### config.mk
export PLATFORM = sky130hd
export DESIGN_NAME = fetch_unit
export DESIGN_NICKNAME = d
export VERILOG_FILES = /design/src/rtl/fetch_unit.sv
export SDC_FILE = /design/constraint.sdc
export NUM_CORES = 1
export LEC_CHECK = 0
export BUFFER_PORTS_ARGS = -buffer_cell sky130_fd_sc_hd__buf_2
export CORE_MARGIN = 5
export CORE_UTILIZATION = 30
export CTS_BUF_LIST = sky130_fd_sc_hd__clkbuf_8
export DETAILED_ROUTE_END_ITERATION = 7
export GPL_TIMING_DRIVEN = 0
export HOLD_SLACK_MARGIN = 0.02
export PLACE_DENSITY = 0.63
export REMOVE_ABC_BUFFERS = 1
export SYNTH_ARGS = -nofsm -noshare
export SYNTH_HDL_FRONTEND = slang
export SYNTH_SLANG_ARGS = --single-unit
### constraint.sdc
create_clock -name clk -period 2 [get_ports clk]
set_clock_uncertainty 0.2 [all_clocks]
set_input_delay 0.4 -clock clk [delete_from_list [all_inputs] [get_ports clk]]
set_output_delay 0.4 -clock clk [all_outputs]
set_load 0.02 [all_outputs]
### src/rtl/fetch_unit.sv
// fetch_unit -- single-issue instruction fetch stage.
//
// Issues a word index to a synchronous-read instruction memory (data returns
// one edge after the address) and hands fetched words to decode through a
// valid/ready pair. Under backpressure the in-flight address is re-presented,
// so the memory output stays valid for the held word and no skid buffer is
// needed. A redirect flushes the in-flight read and refetches from the target.
//
// Optional feature macro: FETCH_BOUND_CHECK_EN
//   defined   : a redirect to a target >= DEPTH raises sticky out_err and halts
//               fetch until reset.
//   undefined : the target is reduced modulo DEPTH and out_err is tied 0.
//
// Ports
//   clk          sole clock, posedge
//   rst_n        asynchronous active-low reset
//   out_addr     word index to memory (zero-extended, combinational)
//   in_instr     memory read data for the address presented last edge
//   in_redirect  branch/jump taken: flush and refetch
//   in_target    word index of redirect destination
//   out_instr    fetched instruction (registered)
//   out_pc       word index of out_instr (registered)
//   out_valid    out_instr/out_pc hold a live instruction
//   in_ready     decode accepts; transfer on out_valid && in_ready
//   out_err      sticky bad-target flag
module fetch_unit #(
  parameter int DEPTH = 32
) (
  input  logic        clk,
  input  logic        rst_n,
  output logic [31:0] out_addr,
  input  logic [31:0] in_instr,
  input  logic        in_redirect,
  input  logic [31:0] in_target,
  output logic [31:0] out_instr,
  output logic [31:0] out_pc,
  output logic        out_valid,
  input  logic        in_ready,
  output logic        out_err
);

  localparam int AW = (DEPTH > 1) ? $clog2(DEPTH) : 1;

  logic [AW-1:0] pc, req_pc, out_pc_q;
  logic [AW-1:0] tgt, pc_inc, tgt_inc;
  logic          req_valid;
  logic          hold;
  logic          bad_redirect;  // redirect that must trip the error path
  logic          halt;          // fetch stopped after a bad redirect

  // Power-of-two depth: truncating to AW bits gives modulo-DEPTH wrap for free.
  assign tgt     = in_target[AW-1:0];
  assign pc_inc  = pc + AW'(1);
  assign tgt_inc = tgt + AW'(1);

  assign hold = out_valid && !in_ready && !in_redirect;

`ifdef FETCH_BOUND_CHECK_EN
  logic err_q;

  assign bad_redirect = in_redirect && (in_target >= 32'(DEPTH));
  assign halt         = err_q;
  assign out_err      = err_q;

  always_ff @(posedge clk or negedge rst_n) begin
    if (!rst_n)            err_q <= 1'b0;
    else if (bad_redirect) err_q <= 1'b1;
  end
`else
  // Upper target bits are deliberately dropped (modulo reduction).
  logic unused_tgt_hi;
  assign unused_tgt_hi = ^in_target[31:AW];
  assign bad_redirect  = 1'b0;
  assign halt          = 1'b0;
  assign out_err       = 1'b0;
`endif

  // Held cycles re-present req_pc so the memory keeps returning the same word.
  always_comb begin
    out_addr = 32'd0;
    if (!rst_n)           out_addr = 32'd0;
    else if (in_redirect) out_addr = {{(32-AW){1'b0}}, tgt};
    else if (hold)        out_addr = {{(32-AW){1'b0}}, req_pc};
    else                  out_addr = {{(32-AW){1'b0}}, pc};
  end

  always_ff @(posedge clk or negedge rst_n) begin
    if (!rst_n) begin
      pc        <= '0;
      req_pc    <= '0;
      req_valid <= 1'b0;
      out_pc_q  <= '0;
      out_instr <= 32'd0;
      out_valid <= 1'b0;
    end else if (halt || bad_redirect) begin
      // Halted: nothing in flight, nothing presented, redirects ignored.
      req_valid <= 1'b0;
      out_valid <= 1'b0;
    end else if (in_redirect) begin
      // Flush: the word in flight belongs to the wrong path.
      out_valid <= 1'b0;
      req_pc    <= tgt;
      req_valid <= 1'b1;
      pc        <= tgt_inc;
    end else if (!hold) begin
      out_valid <= req_valid;
      out_instr <= in_instr;
      out_pc_q  <= req_pc;
      req_pc    <= pc;
      req_valid <= 1'b1;
      pc        <= pc_inc;
    end
  end

  assign out_pc = {{(32-AW){1'b0}}, out_pc_q};

endmodule
Word level (Yosys, flattened, before mapping)
Cells that the tools add are included.

word-level totals
  flip-flop bits (word level) = 49
  output and inout port bits = 98
  logic and storage cells = 27

operators by class
  add/sub/neg operators = 2
  equal/unequal tests = 1
  mux-type cells = 11
  bitwise logic cells = 2
  reductions and logical operators = 5

operators by type and width
  cell                 number
  $mux 32              2
  $mux 5               5
  $add 5x1->5 const B  2
  $mux 1               4
  $logic_and 1x1->1    2
  $logic_not 1->1      2
  $ne 2x2->1 const B   1
  $not 1->1            2
  $reduce_and 2->1     1

Depth between registers and ports, before layout
  word-level depth = 6
  mapped depth = 7
  gate-level depth less buffers = 6

Worst setup path after synthesis
OpenSTA, ideal clock, no wires.

  path type = flip-flop to output port
  start = register out_valid
  end = output port out_addr[3]
  arrival time = 1517 ps
  required time = 1400 ps
  path slack = -117 ps
  stages on the path, launching flop included = 5
  cell sequence = dfrtp_1 > nor2b_4 > buf_4 > mux2i_1 > a211oi_1

between the ends
  word-level cells in the longest chain between the ends = 5

RTL lines
  what                            RTL line  RTL
  start: declaration              37        output logic out_valid,
  start signal: assignment        106       out_valid <= req_valid;
  $logic_and 1x1->1 (2 in a row)  56        assign hold = out_valid && !in_ready && !in_redirect;
  $mux 5                          83        else if (hold) out_addr = {{(32-AW){1'b0}}, req_pc};
  $mux 32                         82        else if (in_redirect) out_addr = {{(32-AW){1'b0}}, tgt};
  $mux 32                         81        if (!rst_n) out_addr = 32'd0;
  end: declaration                31        output logic [31:0] out_addr,

No other way between the ends.

Final worst setup path
  start = register out_valid
  end = output port out_addr[4]

The elaborated chain is that of the path after synthesis.

==> results.md <==
- Status: finished, violations left
- Violated checks: hold timing, setup timing
- Worst path cell trace: nor2b_4 > buf_6 > mux2i_4 > a211oi_2 > buf_4
- Fin. Hold Viols: 49
- Max FO, Critical Path: 4
- Fraction of layout cells with a size suffix above 1: 49.2%
- Synth top cells by count: buf_4, dfrtp_1, mux2_2
- Crit-path slowest cell: dfrtp_1
- R2R cell count: 6
- Final WS setup: -0.136 ns
- Final setup vio count: 5
- Pwr Density: 826 mW/mm^2
- Worst hold path type: input pin to async pin
- Sink Count: 49
- Largest family of logic cells by synthesized area: buffers and inverters
- Worst Path Arrival: ~1.5 ns
- Yosys reg bits: 49
- Wire per inst: 12.8 um
- Core footprint: 0.00813 mm^2
- Sequential share of the synthesized area: 49.5%
- FMAX: roughly 0.47 GHz
- Fin crit share: 107%
- CTS tree: done
- Synth area leaders: dfrtp_1, buf_4, mux2_2
- Root buffer selected by CTS: clkbuf_8
- Yosys top cell by area: dfrtp_1
- XOR/XNOR Fraction of Synth Area: 1.42%
- Max-slew violation count: 0
- EDFF count, synth: 0
- Pin count of the biggest net entering global routing: 51
- Via density: 4.08
- YS warnings: 0
- Critical path class: flop to output port
- Post-Route WL: 5.19 mm
- Nets@finish: 368
- Die ar.: ~0.01 mm^2
- Synth Flop Type: dfrtp_1
- Row cnt: 33
- Htree depth: 2
- CP Data Required Time: between 1 and 1.5 ns
- Reg-to-reg slack, setup: 0.18 ns
- Design area: between 0.003 and 0.004 mm^2
- Startpoint Class: flop
- Mux cell area share after synthesis: a little under a fifth
- Iteration-0 DRC Markers: 39
- Layout Utilization: 37.4%
- Longest Clk Path Bufs: 2
- Antenna Cells: 0
- Final Critical Period: 2.14 ns
- I/O pin count: 166
- First-pass GRT wire length: 7.89 mm
- Most common cell in the synthesized netlist: buf_4
- Area Growth Syn to Fin: 23.0%
- HPWL Detailed: approximately 3.7 mm
- Async SR Flop Fraction: 100%
- Post-Syn Area: 0.00247 mm^2
- Initial antenna violation count: 0
- Slowest cell delay on critical path: 0.39 ns
- Compound-cell area share of the yosys netlist: 5.16%
- CP Capture Type: output port
- Pre-antenna DRT Iters: 4
- Gpl congestion: 0.722
- Die Y: just over 100 um
- Maximum VDD drop: about 0.00020 V
- Post-Synth Simple-Gate Area: 5.26%
- GRT Overall Usage: roughly a tenth
- Grt ovf: 0
- Worst-Skew Late Latency: approximately 0.29 ns
- Origin of the critical flop-to-flop path: pc[1]
- RSZ-0062 raised after global routing: true
- Reg clk slew, reported paths: 0.09 ns
- Syn avg cell area: 12.0 um^2
- Syn Inst Count: 207
- Hold slack: -0.241 ns
- Crit path from: out_valid
- RR Endpoint: pc[4]
- DRC Markers: 0
- Cell variety after synth: 32
- Die Wd: a little over 100 um
- Post-DRT Antenna Nets: 0
- Vias in the first global route: 1,566
- Top-area cell type share of the netlist area: around half
- Max_cap viols: 0
- Static leakage: 0.00148 uW
- Dpl ws: -0.852 ns
- Detailed-route via count: 1,649
- DP Area: 0.00277 mm^2
- IO buf count: 83
- Starting Density: between 30% and 40%
- TritonCTS Buffers: 5
- Post-Synth Adder-Cell Area: 0.506%
[kinds of logic after synthesis]
logic type | Yosys count
AOI/OAI and AO/OA | 20
xor gates and xnor gates | 4
adders and majority gates | 1
buffers and inverters | 66
DFF | 49
muxes | 42
other | 1
and+or+nand+nor | 24
[layout make-up]
cell class | instances | area, um^2
Clock buffer | 6 | 82.6
Clock inverter | 1 | 3.75
Fill cell | 840 | 5090
Inverter | 4 | 17.5
Multi-Input combinational cell | 147 | 1040
Sequential cell | 49 | 1230
Tap cell | 105 | 131
Timing Repair Buffer | 92 | 539
[registers in the layout, summed over array words and instances, names as in the netlist]
name and cells:
req_pc 5, pc 5, req_valid 1, out_instr 32, out_pc_q 5, out_valid 1
[cell usage in the layout (no fill, tap or decap), types with 3 or more instances in the layout]
cell type,Yosys,routed
a21oi_1,5,5
inv_1,3,4
buf_2,1,77
dfrtp_1,49,49
mux2_2,36,36
xor2_1,3,3
a211oi_2,0,5
clkbuf_8,0,6
conb_1,1,55
nand3_1,3,3
o21ai_0,4,4
buf_12,0,3
nand2_1,4,4
buf_4,59,11
nor2_1,9,9
[through the flow]
stage,cells,total power (uW),hold WS [ns],setup TNS [ns]
6_report,404,2520,-0.241,-0.323
5_1_grt,404,2670,-0.233,-0.695
4_1_cts,402,2540,-0.200,-0.572
3_5_place_dp,387,1910,0.263,-13.32
3_3_place_gp,387,1890,0.255,-11.37
2_1_floorplan,199,1660,-0.0956,-0.251
[worst max-delay path by stage]
stage / end / slack, ns / cells past startpoint
after floorplan: out_addr[3] / -0.10 / 3
final: out_addr[4] / -0.14 / 5
after global routing: out_addr[4] / -0.22 / 5
after CTS: out_addr[4] / -0.21 / 6
after global placement: out_addr[3] / -0.81 / 4
after detailed placement: out_addr[3] / -0.85 / 4
[timing repair]
action                                  4_1_cts  5_1_grt
endpoints found under the setup margin       42       36
pin swaps                                     3        4
endpoints found under the hold margin        49       49
cloned                                        1        0
buffers inserted                              7        3
resized for setup                            19        5
[metal layers]
layer	vias to the layer above	part of all wire, %	track usage (%)
li1	777	-	-
met1	775	39	11.9
met2	91	48	16.9
met3	6	13	3.39
met4	0	1.1	2.49
met5	-	0	0
[power breakdown]
group          total [uW]  internal (uW)  switching, uW
logic                 739            290            449
clock network         571            270            301
registers            1210           1130           77.8
total                2520           1690            827
[worst max-delay path: cells and delay by family, from the launching register on]
kind,cells,cell delay [ns]
compound gates,1,0.24
mux,1,0.18
buf+inv,2,0.29
flops,1,0.39
simple gates,1,0.15
(Power assumes the default switching activity.)
